==> src/rtl/if_fetch_pkg.sv <==
// if_fetch_pkg: shared constants and state encodings for the fetch stage
package if_fetch_pkg;
  localparam logic Stop = 1'b1;
  localparam logic NoStop = 1'b0;
  localparam int InstAddrBus = 32;
  localparam int InstBus = 32;
  localparam logic [InstBus-1:0] ZeroWord = 32'h0000_0000;
  localparam logic [6:0] OPCODE_JAL = 7'b1101111;
  localparam logic [2:0] ST_B0 = 3'd0;
  localparam logic [2:0] ST_B1 = 3'd1;
  localparam logic [2:0] ST_B2 = 3'd2;
  localparam logic [2:0] ST_B3 = 3'd3;
  localparam logic [2:0] ST_READY = 3'd4;
  localparam logic [2:0] ST_ABORT = 3'd5;
  typedef enum logic [2:0] {
    B0 = ST_B0,
    B1 = ST_B1,
    B2 = ST_B2,
    B3 = ST_B3,
    READY = ST_READY,
    ABORT = ST_ABORT
  } state_t;
endpackage

==> src/rtl/if_fetch_predecode.sv <==
// if_predecode: static JAL-taken prediction of the next fetch pc
module if_predecode
  import if_fetch_pkg::*;
(
  input  logic [InstAddrBus-1:0] pc,
  input  logic [InstBus-1:0]     inst,
  output logic [InstAddrBus-1:0] next_pc,
  output logic                   jump
);
  assign jump = inst[6:0] == OPCODE_JAL;
  assign next_pc = pc + (jump ? {{11{inst[31]}}, inst[31], inst[19:12], inst[20], inst[30:21], 1'b0} : 32'd4);
endmodule

==> src/rtl/if_fetch.sv <==
// if_fetch: byte-serial instruction fetch with JAL predecode and EX redirect
module if_fetch
  import if_fetch_pkg::*;
#(
  parameter logic [InstAddrBus-1:0] RESET_PC = 32'h0000_0000
) (
  input  logic                   clk,
  input  logic                   rst,
  input  logic [5:0]             stall,
  input  logic                   redirect_i,
  input  logic [InstAddrBus-1:0] redirect_pc_i,
  input  logic                   mem_valid_i,
  input  logic [7:0]             mem_data_i,
  output logic                   mem_req_o,
  output logic [InstAddrBus-1:0] mem_addr_o,
  output logic                   get_inst,
  output logic [InstAddrBus-1:0] if_pc,
  output logic [InstBus-1:0]     if_inst,
  output logic                   jump
);
  state_t state, state_n;
  logic [InstAddrBus-1:0] pc, pc_n, npc_r, pd_npc;
  logic [InstBus-1:0] word;
  logic [23:0] buf_q;
  logic take, pd_jump, unused_stall;
  assign unused_stall = ^stall[5:1];
  assign take = mem_req_o && mem_valid_i;
  assign word = {mem_data_i, buf_q};
  if_predecode u_predecode (
    .pc(pc),
    .inst(word),
    .next_pc(pd_npc),
    .jump(pd_jump)
  );
  // next state and next pc; redirect overrides everything but reset
  always_comb begin
    state_n = redirect_i ? ABORT :
              state == ABORT ? B0 :
              state == READY ? (stall[0] == Stop ? READY : B0) :
              take ? (state == B3 ? READY : state_t'(state + 3'd1)) : state;
    pc_n = redirect_i ? redirect_pc_i : (state == READY && stall[0] == NoStop) ? npc_r : pc;
  end
  // registered state, byte buffer and all outputs
  always_ff @(posedge clk) begin
    if (rst) begin
      state <= B0;
      pc <= RESET_PC;
      npc_r <= ZeroWord;
      buf_q <= '0;
      mem_req_o <= 1'b0;
      mem_addr_o <= ZeroWord;
      get_inst <= 1'b0;
      if_pc <= ZeroWord;
      if_inst <= ZeroWord;
      jump <= 1'b0;
    end else begin
      state <= state_n;
      pc <= pc_n;
      mem_req_o <= !state_n[2];
      if (!state_n[2]) mem_addr_o <= pc_n + {30'd0, state_n[1:0]};
      if (take && !redirect_i && state != B3) buf_q[{state[1:0], 3'b000} +: 8] <= mem_data_i;
      if (redirect_i) begin
        get_inst <= 1'b0;
        jump <= 1'b0;
      end else if (take && state == B3) begin
        get_inst <= 1'b1;
        if_inst <= word;
        if_pc <= pc;
        jump <= pd_jump;
        npc_r <= pd_npc;
      end else if (state == READY && stall[0] == NoStop) begin
        get_inst <= 1'b0;
      end
    end
  end
endmodule

==> config.mk <==
export PLATFORM = sky130hd
export DESIGN_NAME = if_fetch
export DESIGN_NICKNAME = d
export VERILOG_FILES = /design/src/rtl/if_fetch_pkg.sv /design/src/rtl/if_fetch_predecode.sv /design/src/rtl/if_fetch.sv
export SDC_FILE = /design/constraint.sdc
export NUM_CORES = 1
export LEC_CHECK = 0
export ABC_CLOCK_PERIOD_IN_PS = 13000
export CAP_MARGIN = 20
export CORE_ASPECT_RATIO = 0.8
export CORE_MARGIN = 8
export CORE_UTILIZATION = 40
export CTS_BUF_LIST = sky130_fd_sc_hd__clkbuf_4 sky130_fd_sc_hd__clkbuf_8
export CTS_CLUSTER_DIAMETER = 150
export DETAILED_ROUTE_END_ITERATION = 6
export HOLD_SLACK_MARGIN = 0.15
export PLACE_DENSITY_LB_ADDON = 0.25
export REMOVE_ABC_BUFFERS = 1
export SETUP_SLACK_MARGIN = 0.05
export SKIP_CTS_REPAIR_TIMING = 1
export SLEW_MARGIN = 10
export SYNTH_ARGS = -nofsm -noshare
export SYNTH_HDL_FRONTEND = slang
export SYNTH_SLANG_ARGS = --single-unit
==> constraint.sdc <==
create_clock -name clk -period 13 [get_ports clk]
set_input_delay 2.6 -clock clk [delete_from_list [all_inputs] [get_ports clk]]
set_output_delay 2.6 -clock clk [all_outputs]
set_load 0.005 [all_outputs]
==> results of run 1 <==
==> registers in the layout, summed over array words and instances, names as in the netlist <==
name,flops
mem_addr_o,32
get_inst,1
mem_req_o,1
npc_r,31
if_inst,32
state,3
if_pc,32
jump,1
pc,32
buf_q,24
==> through the flow <==
stage / utilization, % / total power (µW) / hold slack (ns)
3_3_place_gp: 47.40 / 740.8 / 0.4378
6_report: 49.43 / 1142 / 0.4529
3_5_place_dp: 47.60 / 743.3 / 0.4430
2_1_floorplan: - / 676.6 / 0.4218
4_1_cts: 49.34 / 1150 / 0.4567
5_1_grt: 49.43 / 1191 / 0.4793
==> critical path, stage by stage <==
cell and delay, ns:
sky130_fd_sc_hd__clkdlybuf4s50_1 0.48, sky130_fd_sc_hd__nand3b_4 0.60, sky130_fd_sc_hd__mux2i_1 0.26, sky130_fd_sc_hd__o21ai_0 0.26, sky130_fd_sc_hd__ha_1 0.23, sky130_fd_sc_hd__fa_1 0.22
sky130_fd_sc_hd__nor3b_2 0.36, sky130_fd_sc_hd__nand4_2 0.33, sky130_fd_sc_hd__nor4_4 0.56, sky130_fd_sc_hd__nand4b_1 0.20, sky130_fd_sc_hd__xor2_1 0.18, sky130_fd_sc_hd__a22o_1 0.21
==> per-layer routing <==
layer  global-route usage [%]  vias to the layer above  routed length, µm
met1                    26.72                     4006              13650
met2                    26.91                      212              11360
met3                    5.448                       11               1885
li1                         -                     4236                  -
met4                    3.408                        0                183
met5                        0                        -                  0
==> cell type report <==
class                           instances  area (µm²)
Clock buffer                           18       241.5
Fill cell                            2268       11800
Timing Repair Buffer                  156        1559
Clock inverter                         13       163.9
Multi-Input combinational cell        880        5343
Sequential cell                       189        3784
Inverter                               14       52.55
Tap cell                              312       390.4
==> cell families (layout without fill, tap and decap cells) <==
group,after synthesis,after routing,synth area share [%]
XOR/XNOR,50,50,4.611
flip-flops,189,189,39.84
AO/OA/AOI/OAI,253,253,16.67
buffers and inverters,90,201,4.058
adder cells (fa/ha/maj),28,28,3.847
multiplexers,44,44,4.717
AND/OR/NAND/NOR,505,505,26.26
==> synth_stat cells (all sizes together), types with 3 or more instances <==
library cell	n	area, µm²
o21a	8	60.06
dfxtp	189	3784
or4	5	37.54
nor2b	13	81.33
nand3b	12	106.4
a22o	23	201.4
mux2i	38	380.4
a21o	5	37.54
nor2	91	341.6
and3	7	43.79
or2	5	33.79
nand4	10	68.81
o21ai	35	182.7
nand4b	7	61.31
a21oi	132	660.6
or3	6	37.54
inv	14	52.55
mux2	6	67.56
o41ai	3	33.79
nor4b	4	41.29
buf	20	122.6
xnor2	27	236.5
nand2b	6	37.54
nand3	45	225.2
nand2	221	829.6
xor2	23	201.4
nor4	10	120.1
nor3b	10	85.08
and2	23	143.9
and4b	3	30.03
clkbuf	56	210.2
o211ai	3	36.28
a211o	4	35.03
ha	26	325.3
a211oi	22	180.2
nor3	23	130.1
==> final timing paths <==
path,start,end,slack (ns),depth (start not counted)
worst max register to register,state[0],mem_addr_o[26],8.57,13
worst min-delay path,npc_r[14],npc_r[14],0.45,2
worst min register to register,npc_r[14],npc_r[14],0.45,2
worst max-delay path,stall[0],mem_addr_o[26],6.86,12
==> power groups by stage <==
stage / logic [µW] / clock network, µW / registers [µW]
final: 124 / 411 / 607
after global placement: 121 / 0 / 620
after global routing: 136 / 445 / 609
after CTS: 124 / 420 / 607
after floorplan: 60.8 / 0 / 616
after detailed placement: 123 / 0 / 620
==> qor.tcl, run 1 <==
set qor(share_comb_of_total_power_pct) 10.9
set qor(p_leak_uw) 0.004273
set qor(placedInstanceArea_mm2) 0.01111
set qor(clockRootBuffer) {sky130_fd_sc_hd__clkbuf_8}
set qor(power.clock.fraction_pct) 36.0
set qor(post_synthesis_register_bit_count) 189
set qor(netSwitchingPower_uw) 299.9
set qor(io_buffer_count) 143
set qor(layout-drive-gt1-share_pct) 6.614
set qor(setup.worst_path.end_class) {flop}
set qor(dp.cells) 1549
set qor(hpwl_um) 19410
set qor(die_w_um) 188.3
set qor(drtPass1Iterations) 5
set qor(synth_cell_type_count) 75
set qor(avgRoutedWirePerCell_um) 17.12
set qor(synth-edff-count) 0
set qor(top_level_ports) 149
set qor(synthesized_area_mm2) 0.009497
set qor(p_int_uw) 841.9
set qor(worstSetupStartpointType) {primary input}
set qor(maximum_number_of_pins_on_one_net_before_global_route_repair) 91
set qor(proportion_of_power_drawn_by_flip_flops_and_latches_pct) 53.2
set qor(cp.arrival_ns) 6.50
set qor(worstHoldPathType) {reg -> reg}
set qor(numClockSinks) 189
set qor(path_class) {in -> reg}
set qor(antenna_found_initial) 0
set qor(critical_path_required_ns) 13.37
set qor(dominantRegCellSynth) {sky130_fd_sc_hd__dfxtp_1}
set qor(first_iter_violations) 596
set qor(grt_pass1_vias) 8138
set qor(detail_route.wirelength_um) 27080
set qor(max-slew-margin-rel_pct) 37.36
set qor(layout_commonest_cell) {sky130_fd_sc_hd__nand2_1}
set qor(synthesis.instances) 1159
set qor(fin_ws_ns) 6.865
set qor(per_cell_via_count_in_the_routed_design) 5.351
set qor(cts_inserted_buffers) 17
set qor(die-height_um) 153.8
set qor(maximum_fanout_along_the_worst_path) 33
set qor(worst_clock_skew_ns) 0.01985
set qor(coreArea_mm2) 0.02333
set qor(unrepaired_setup_endpoints_after_global_routing) {no}
set qor(tritoncts) {built}
set qor(max_cap_viol_count) 0
set qor(die-area_mm2) 0.02896
set qor(cts_htree_levels) 4
set qor(final-setup-viol-count) 0
set qor(total_global_route_track_usage_pct) 18.51
set qor(number_of_nets_still_failing_antenna_checks_after_routing) 0
set qor(achievable-frequency_mhz) 163.0
set qor(number_of_standard_cells_in_the_final_layout_excluding_fillers) 1582
set qor(clkTransAtPathRegs_ns) 0.10
set qor(synth_sequential_area_ratio_pct) 39.84
set qor(timing.final.hold_violations) 0
set qor(asyncSetResetFlopFracSynth_pct) 0
set qor(run_status) {finished clean}
set qor(total_nets_final) 1336
set qor(stdcell_area_mm2) 0.01153
set qor(post_synth.cell_area_avg_um2) 8.194
set qor(power_switching_share_pct) 26.27
set qor(gp_routability_congestion) 0.8605
set qor(final_min_period_over_clock_period_pct) 47.19
set qor(cts.path.max_buffers) 2
set qor(most-common-layout-cells) {221 x sky130_fd_sc_hd__nand2_1, 189 x sky130_fd_sc_hd__dfxtp_1, 141 x sky130_fd_sc_hd__clkdlybuf4s50_1, 132 x sky130_fd_sc_hd__a21oi_1, 89 x sky130_fd_sc_hd__nor2_1}
set qor(area_growth_syn_to_layout_pct) 21.45
set qor(core.rowCount) 50
set qor(final_period_minus_worst_setup_slack_ns) 6.135
set qor(totalNegativeSetupSlack_ns) 0
set qor(post-route-drc-count) 0
set qor(power_density_mw_per_mm2) 99.00
set qor(irDropWorstVdd_uv) 59.27
set qor(antenna_diode_count) 0
set qor(pre_cts_ws_ns) 6.415
set qor(final-max-slew-violation-count) 0
set qor(max_slew.worst_pin.slew_ns) 0.9395
set qor(wire_length_of_the_first_global_routing_pass_um) 44280
set qor(clock_insertion_delay_at_the_later_pin_of_the_skew_report_ns) 0.47
set qor(initial_core_util_pct) 40.70
set qor(via_count) 8465
set qor(synth.yosys.warnings) 0
set qor(globalRoute.totalOverflow) 0
No activity file was read; power rests on OpenSTA's default activity.
==> inputs of run 2 (changes only) <==
ABC_CLOCK_PERIOD_IN_PS = 6400   (was 13000)
clock period = 6.4 ns   (was 13 ns; I/O delays follow)
==> run 2 against run 1 <==
Compared with the run above: global-route usage is 0.31 points higher; via count is 0.25% higher; die area stayed put.
==> qor.tcl, run 2 (synthesis results as in run 1) <==
set qor(filler_cells_inserted) 2210
set qor(cp-endpoint) {npc_r[31]}
set qor(number_of_standard_cells_in_the_final_layout_excluding_fillers) 1583
set qor(wire_length_of_the_first_global_routing_pass_um) 44960
set qor(die_w_um) 188.3
set qor(initial_core_util_pct) 40.70
set qor(placedInstanceArea_mm2) 0.01113
set qor(top_level_ports) 149
set qor(most-common-layout-cells) {221 x sky130_fd_sc_hd__nand2_1, 189 x sky130_fd_sc_hd__dfxtp_1, 141 x sky130_fd_sc_hd__clkdlybuf4s50_1, 132 x sky130_fd_sc_hd__a21oi_1, 89 x sky130_fd_sc_hd__nor2_1}
set qor(via_count) 8486
set qor(grt_pass1_vias) 8218
set qor(antenna_diode_count) 0
set qor(maximum_number_of_pins_on_one_net_before_global_route_repair) 75
set qor(layout_commonest_cell) {sky130_fd_sc_hd__nand2_1}
set qor(io_buffer_count) 143
set qor(post-route-drc-count) 0
set qor(maximum_fanout_along_the_worst_path) 5
set qor(cp.arrival_ns) 4.72
set qor(die-height_um) 153.8
set qor(cts.path.max_buffers) 2
set qor(detail_route.wirelength_um) 27340
set qor(max-slew-margin-rel_pct) 28.06
set qor(p_leak_uw) 0.004272
set qor(setup.worst_path.end_class) {flop}
set qor(gp_routability_congestion) 0.8582
set qor(coreArea_mm2) 0.02333
set qor(irDropWorstVdd_uv) 114.5
set qor(final_min_period_over_clock_period_pct) 67.82
set qor(netSwitchingPower_uw) 647.3
set qor(proportion_of_power_drawn_by_flip_flops_and_latches_pct) 53.7
set qor(total_nets_final) 1336
set qor(worstHoldPathType) {reg -> reg}
set qor(multi_input_area_mm2) 0.005343
set qor(p_int_uw) 1651
set qor(clock_insertion_delay_at_the_later_pin_of_the_skew_report_ns) 0.48
set qor(per_cell_via_count_in_the_routed_design) 5.361
set qor(dp.cells) 1550
set qor(core.rowCount) 50
set qor(die-area_mm2) 0.02896
set qor(power_switching_share_pct) 28.16
set qor(numClockSinks) 189
set qor(r2r.worst_path.cells) 12
set qor(pre_cts_ws_ns) 1.544
set qor(final-max-slew-violation-count) 0
set qor(r2r-start) {buf_q[3]}
set qor(hpwl_um) 19380
set qor(clkTransAtPathRegs_ns) 0.11
set qor(power.clock.fraction_pct) 35.3
set qor(antenna_found_initial) 0
set qor(tritoncts) {built}
set qor(total_global_route_track_usage_pct) 18.82
set qor(critical_path_required_ns) 6.78
set qor(final_period_minus_worst_setup_slack_ns) 4.340
set qor(max_cap_viol_count) 0
set qor(avgRoutedWirePerCell_um) 17.27
set qor(run_status) {finished clean}
set qor(clockRootBuffer) {sky130_fd_sc_hd__clkbuf_8}
set qor(register_area_mm2) 0.003784
set qor(worstSetupStartpointType) {primary input}
set qor(stdcell_area_mm2) 0.01154
set qor(cp-startpoint) {mem_data_i[0]}
set qor(drtPass1Iterations) 6
set qor(power_density_mw_per_mm2) 199.2
set qor(min_path_cells) 2
set qor(path_class) {in -> reg}
set qor(first_iter_violations) 617
set qor(rrSetupSlack_ns) 2.43
set qor(fin_ws_ns) 2.060
set qor(share_comb_of_total_power_pct) 11.0
set qor(max_slew.worst_pin.slew_ns) 1.077
set qor(area_growth_syn_to_layout_pct) 21.49
set qor(final-setup-viol-count) 0
set qor(layout-drive-gt1-share_pct) 6.688
set qor(worst_clock_skew_ns) 0.02068
set qor(cts_htree_levels) 4
set qor(r2r-end) {npc_r[31]}
set qor(achievable-frequency_mhz) 230.4
set qor(unrepaired_setup_endpoints_after_global_routing) {no}
set qor(globalRoute.totalOverflow) 0
set qor(timing.final.hold_violations) 0
set qor(cts_inserted_buffers) 17
set qor(number_of_nets_still_failing_antenna_checks_after_routing) 0
set qor(totalNegativeSetupSlack_ns) 0
-- run 2: critical path: stages --
cell                              delay [ns]
sky130_fd_sc_hd__clkdlybuf4s50_1        0.60
sky130_fd_sc_hd__and2_1                 0.24
sky130_fd_sc_hd__ha_1                   0.34
sky130_fd_sc_hd__o21ai_0                0.17
sky130_fd_sc_hd__a21oi_1                0.10
sky130_fd_sc_hd__o41ai_1                0.44
sky130_fd_sc_hd__a21oi_1                0.25
sky130_fd_sc_hd__o21ai_0                0.56
sky130_fd_sc_hd__mux2i_1                0.36
sky130_fd_sc_hd__nor4b_1                0.09
sky130_fd_sc_hd__a211o_1                0.28
-- run 2: worst min-delay path by stage --
stage / start / endpoint / slack [ns]
after floorplan: npc_r[3] / npc_r[3] / 0.42
after global placement: npc_r[12] / npc_r[12] / 0.44
after detailed placement: npc_r[18] / npc_r[18] / 0.44
after CTS: npc_r[18] / npc_r[18] / 0.46
after global routing: if_inst[29] / if_inst[29] / 0.47
final: npc_r[7] / npc_r[7] / 0.45
-- run 2: metrics by stage --
step | hold slack, ns | utilization (%) | power (µW)
after global routing | 0.4747 | 49.44 | 2396
after CTS | 0.4559 | 49.38 | 2316
after global placement | 0.4387 | 47.49 | 1505
after detailed placement | 0.4438 | 47.69 | 1511
after floorplan | 0.4218 | - | 1374
final | 0.4547 | 49.44 | 2299
-- run 2: routing by layer --
| metal | global-route usage [%] | vias up | share of wire (%) |
|---|---|---|---|
| met1 | 27.00 | 3978 | 50 |
| met5 | 0 | - | 0 |
| li1 | - | 4245 | - |
| met3 | 5.606 | 23 | 7.4 |
| met4 | 4.345 | 0 | 1.1 |
| met2 | 27.10 | 240 | 42 |
-- run 2: cell type report --
cell class,count,share of cell area [%]
Multi-Input combinational cell,880,46.31
Inverter,14,0.4555
Tap cell,312,3.384
Sequential cell,189,32.79
Timing Repair Buffer,156,13.64
Clock inverter,14,1.269
Clock buffer,18,2.147
-- run 2: power groups by stage --
stage               clock [µW]  sequential, µW  combinational (µW)
floorplan                    0            1250                 124
global placement             0            1260                 245
detailed placement           0            1260                 251
CTS                        831            1230                 252
global route               881            1240                 277
finish                     812            1230                 253
==> inputs of run 3 (changes only) <==
ABC_CLOCK_PERIOD_IN_PS = 4300   (was 6400)
clock period = 4.3 ns   (was 6.4 ns; I/O delays follow)
==> run 3 against run 2 <==
Compared with the run above: register-to-register slack worse by 1.8 ns; flip-flop and latch count unchanged; critical path depth up 6; highest routed layer unchanged.
==> qor.tcl, run 3 (synthesis results as in run 1) <==
set qor(path_class) {reg -> reg}
set qor(achievable-frequency_mhz) 270.4
set qor(critPathTopFamily) {compound AO/OA/AOI/OAI gates}
set qor(die-height_um) 153.8
set qor(maximum_fanout_along_the_worst_path) 5
set qor(worst_clock_skew_ns) 0.01665
set qor(worstSetupStartpointType) {flop}
set qor(max-slew-margin-rel_pct) 32.04
set qor(globalRoute.totalOverflow) 0
set qor(proportion_of_power_drawn_by_flip_flops_and_latches_pct) 54.4
set qor(clkTransAtPathRegs_ns) 0.11
set qor(io_buffer_count) 143
set qor(placedInstanceArea_mm2) 0.01130
set qor(final-max-slew-violation-count) 0
set qor(power.clock.fraction_pct) 34.2
set qor(max_cap_viol_count) 0
set qor(dp.cells) 1577
set qor(share_comb_of_total_power_pct) 11.4
set qor(final_core_util_pct) 50.07
set qor(gp_routability_congestion) 0.8838
set qor(initial_core_util_pct) 40.70
set qor(setup.worst_path.end_class) {flop}
set qor(detail_route.wirelength_um) 27510
set qor(slowest_delay_ns) 0.40
set qor(per_cell_via_count_in_the_routed_design) 5.365
set qor(cp-startpoint) {buf_q[4]}
set qor(most-common-layout-cells) {221 x sky130_fd_sc_hd__nand2_1, 189 x sky130_fd_sc_hd__dfxtp_1, 141 x sky130_fd_sc_hd__clkdlybuf4s50_1, 132 x sky130_fd_sc_hd__a21oi_1, 89 x sky130_fd_sc_hd__nor2_1}
set qor(final_min_period_over_clock_period_pct) 85.99
set qor(total_power_uw) 3375
set qor(numClockSinks) 189
set qor(layout-drive-gt1-share_pct) 8.558
set qor(antenna_found_initial) 0
set qor(power_switching_share_pct) 28.91
set qor(cts_inserted_buffers) 17
set qor(irDropWorstVdd_uv) 132.2
set qor(unrepaired_setup_endpoints_after_global_routing) {no}
set qor(p_int_uw) 2399
set qor(clockRootBuffer) {sky130_fd_sc_hd__clkbuf_8}
set qor(avgRoutedWirePerCell_um) 17.10
set qor(layout_commonest_cell) {sky130_fd_sc_hd__nand2_1}
set qor(worstHoldPathType) {reg -> reg}
set qor(core.rowCount) 50
set qor(met1_length_um) 13600
set qor(wl_met3_um) 2191
set qor(tritoncts) {built}
set qor(cts_htree_levels) 4
set qor(total_nets_final) 1362
set qor(ordered_list_of_cells_on_the_worst_path) {nand4b_1 > buf_4 > nor2_1 > and2_1 > ha_1 > inv_1 > fa_1 > nand2b_1 > a21oi_1 > o41ai_1 > buf_4 > a21oi_1 > o21ai_0 > buf_4 > mux2i_1 > nor4b_1 > a211o_1}
set qor(cts.path.max_buffers) 2
set qor(number_of_nets_still_failing_antenna_checks_after_routing) 0
set qor(run_status) {finished clean}
set qor(area_growth_syn_to_layout_pct) 23.03
set qor(coreArea_mm2) 0.02333
set qor(maximum_number_of_pins_on_one_net_before_global_route_repair) 81
set qor(hold_path_startpoint) {buf_q[11]}
set qor(final_period_minus_worst_setup_slack_ns) 3.698
set qor(cp.arrival_ns) 4.09
set qor(grt_pass1_vias) 8287
set qor(wire_length_of_the_first_global_routing_pass_um) 44960
set qor(routed-wl-met2_um) 11400
set qor(path_common_cell) {sky130_fd_sc_hd__buf_4}
set qor(die_w_um) 188.3
set qor(post-route-drc-count) 0
set qor(r2r-start) {buf_q[4]}
set qor(clock_insertion_delay_at_the_later_pin_of_the_skew_report_ns) 0.48
set qor(netSwitchingPower_uw) 975.7
set qor(final-setup-viol-count) 0
set qor(first_iter_violations) 665
set qor(top_level_ports) 149
set qor(top_signal_layer_used) {met4}
set qor(max_slew.worst_pin.slew_ns) 1.017
set qor(total_global_route_track_usage_pct) 18.92
set qor(drtPass1Iterations) 5
set qor(antenna_diode_count) 0
set qor(via_count) 8632
set qor(p_leak_uw) 0.004374
set qor(power_density_mw_per_mm2) 288.9
set qor(number_of_standard_cells_in_the_final_layout_excluding_fillers) 1609
set qor(worst-path-buf-inv) 4
set qor(stdcell_area_mm2) 0.01168
set qor(timing.final.hold_violations) 0
set qor(die-area_mm2) 0.02896
set qor(critical_path_required_ns) 4.69
set qor(critPathSlowestCell) {sky130_fd_sc_hd__fa_1}
set qor(hpwl_um) 20040
[run 3: cell count changes in the layout (fill, tap and decap cells not counted), sizes merged]
cell,delta
buf,+26
bufinv,-1
clkbuf,-1
clkinv,+1
clkinvlp,+1
[run 3: power groups by stage]
stage          clock network [µW]  registers (µW)  logic, µW
2_1_floorplan                   0            1860        184
3_3_place_gp                    0            1870        380
3_5_place_dp                    0            1870        383
4_1_cts                      1190            1830        385
5_1_grt                      1270            1840        421
6_report                     1160            1830        384
[run 3: routing by layer]
metal / GRT usage, % / vias to the layer above
li1: - / 4280
met1: 26.97 / 4073
met2: 27.48 / 254
met3: 5.312 / 25
met4: 4.831 / 0
met5: 0 / -
[run 3: worst reg2reg max path, cell delays in order (launching register included)]
cell and delay [ns]:
sky130_fd_sc_hd__dfxtp_1 0.34, sky130_fd_sc_hd__nand4b_1 0.17, sky130_fd_sc_hd__buf_4 0.17, sky130_fd_sc_hd__nor2_1 0.16, sky130_fd_sc_hd__and2_1 0.18, sky130_fd_sc_hd__ha_1 0.18, sky130_fd_sc_hd__inv_1 0.06, sky130_fd_sc_hd__fa_1 0.40
sky130_fd_sc_hd__nand2b_1 0.21, sky130_fd_sc_hd__a21oi_1 0.22, sky130_fd_sc_hd__o41ai_1 0.11, sky130_fd_sc_hd__buf_4 0.15, sky130_fd_sc_hd__a21oi_1 0.26, sky130_fd_sc_hd__o21ai_0 0.17, sky130_fd_sc_hd__buf_4 0.18, sky130_fd_sc_hd__mux2i_1 0.29
sky130_fd_sc_hd__nor4b_1 0.09, sky130_fd_sc_hd__a211o_1 0.29
[run 3: final cells by class]
| cell class | instances | area, µm² |
|---|---|---|
| clock buffers | 17 | 234.0 |
| clock inverters | 15 | 151.4 |
| fillers | 2280 | 11650 |
| inverters | 14 | 52.55 |
| multi-input cells | 880 | 5343 |
| flip-flops and latches | 189 | 3784 |
| well taps | 312 | 390.4 |
| repair buffers | 182 | 1729 |
[run 3: final timing paths]
check	end	slack (ns)	depth (start not counted)
worst max-delay path	npc_r[31]	0.60	17
worst min-delay path	buf_q[11]	0.46	2
worst max register to register	npc_r[31]	0.60	17
worst min register to register	buf_q[11]	0.46	2
[run 3: metrics by stage]
step	hold WS (ns)	TNS [ns]	worst slack [ns]
detailed placement	0.4446	0	0.2124
global placement	0.4383	0	0.2572
global route	0.4792	0	0.3239
floorplan	0.4218	-0.1679	-0.09681
finish	0.4574	0	0.6024
CTS	0.4580	0	0.6112
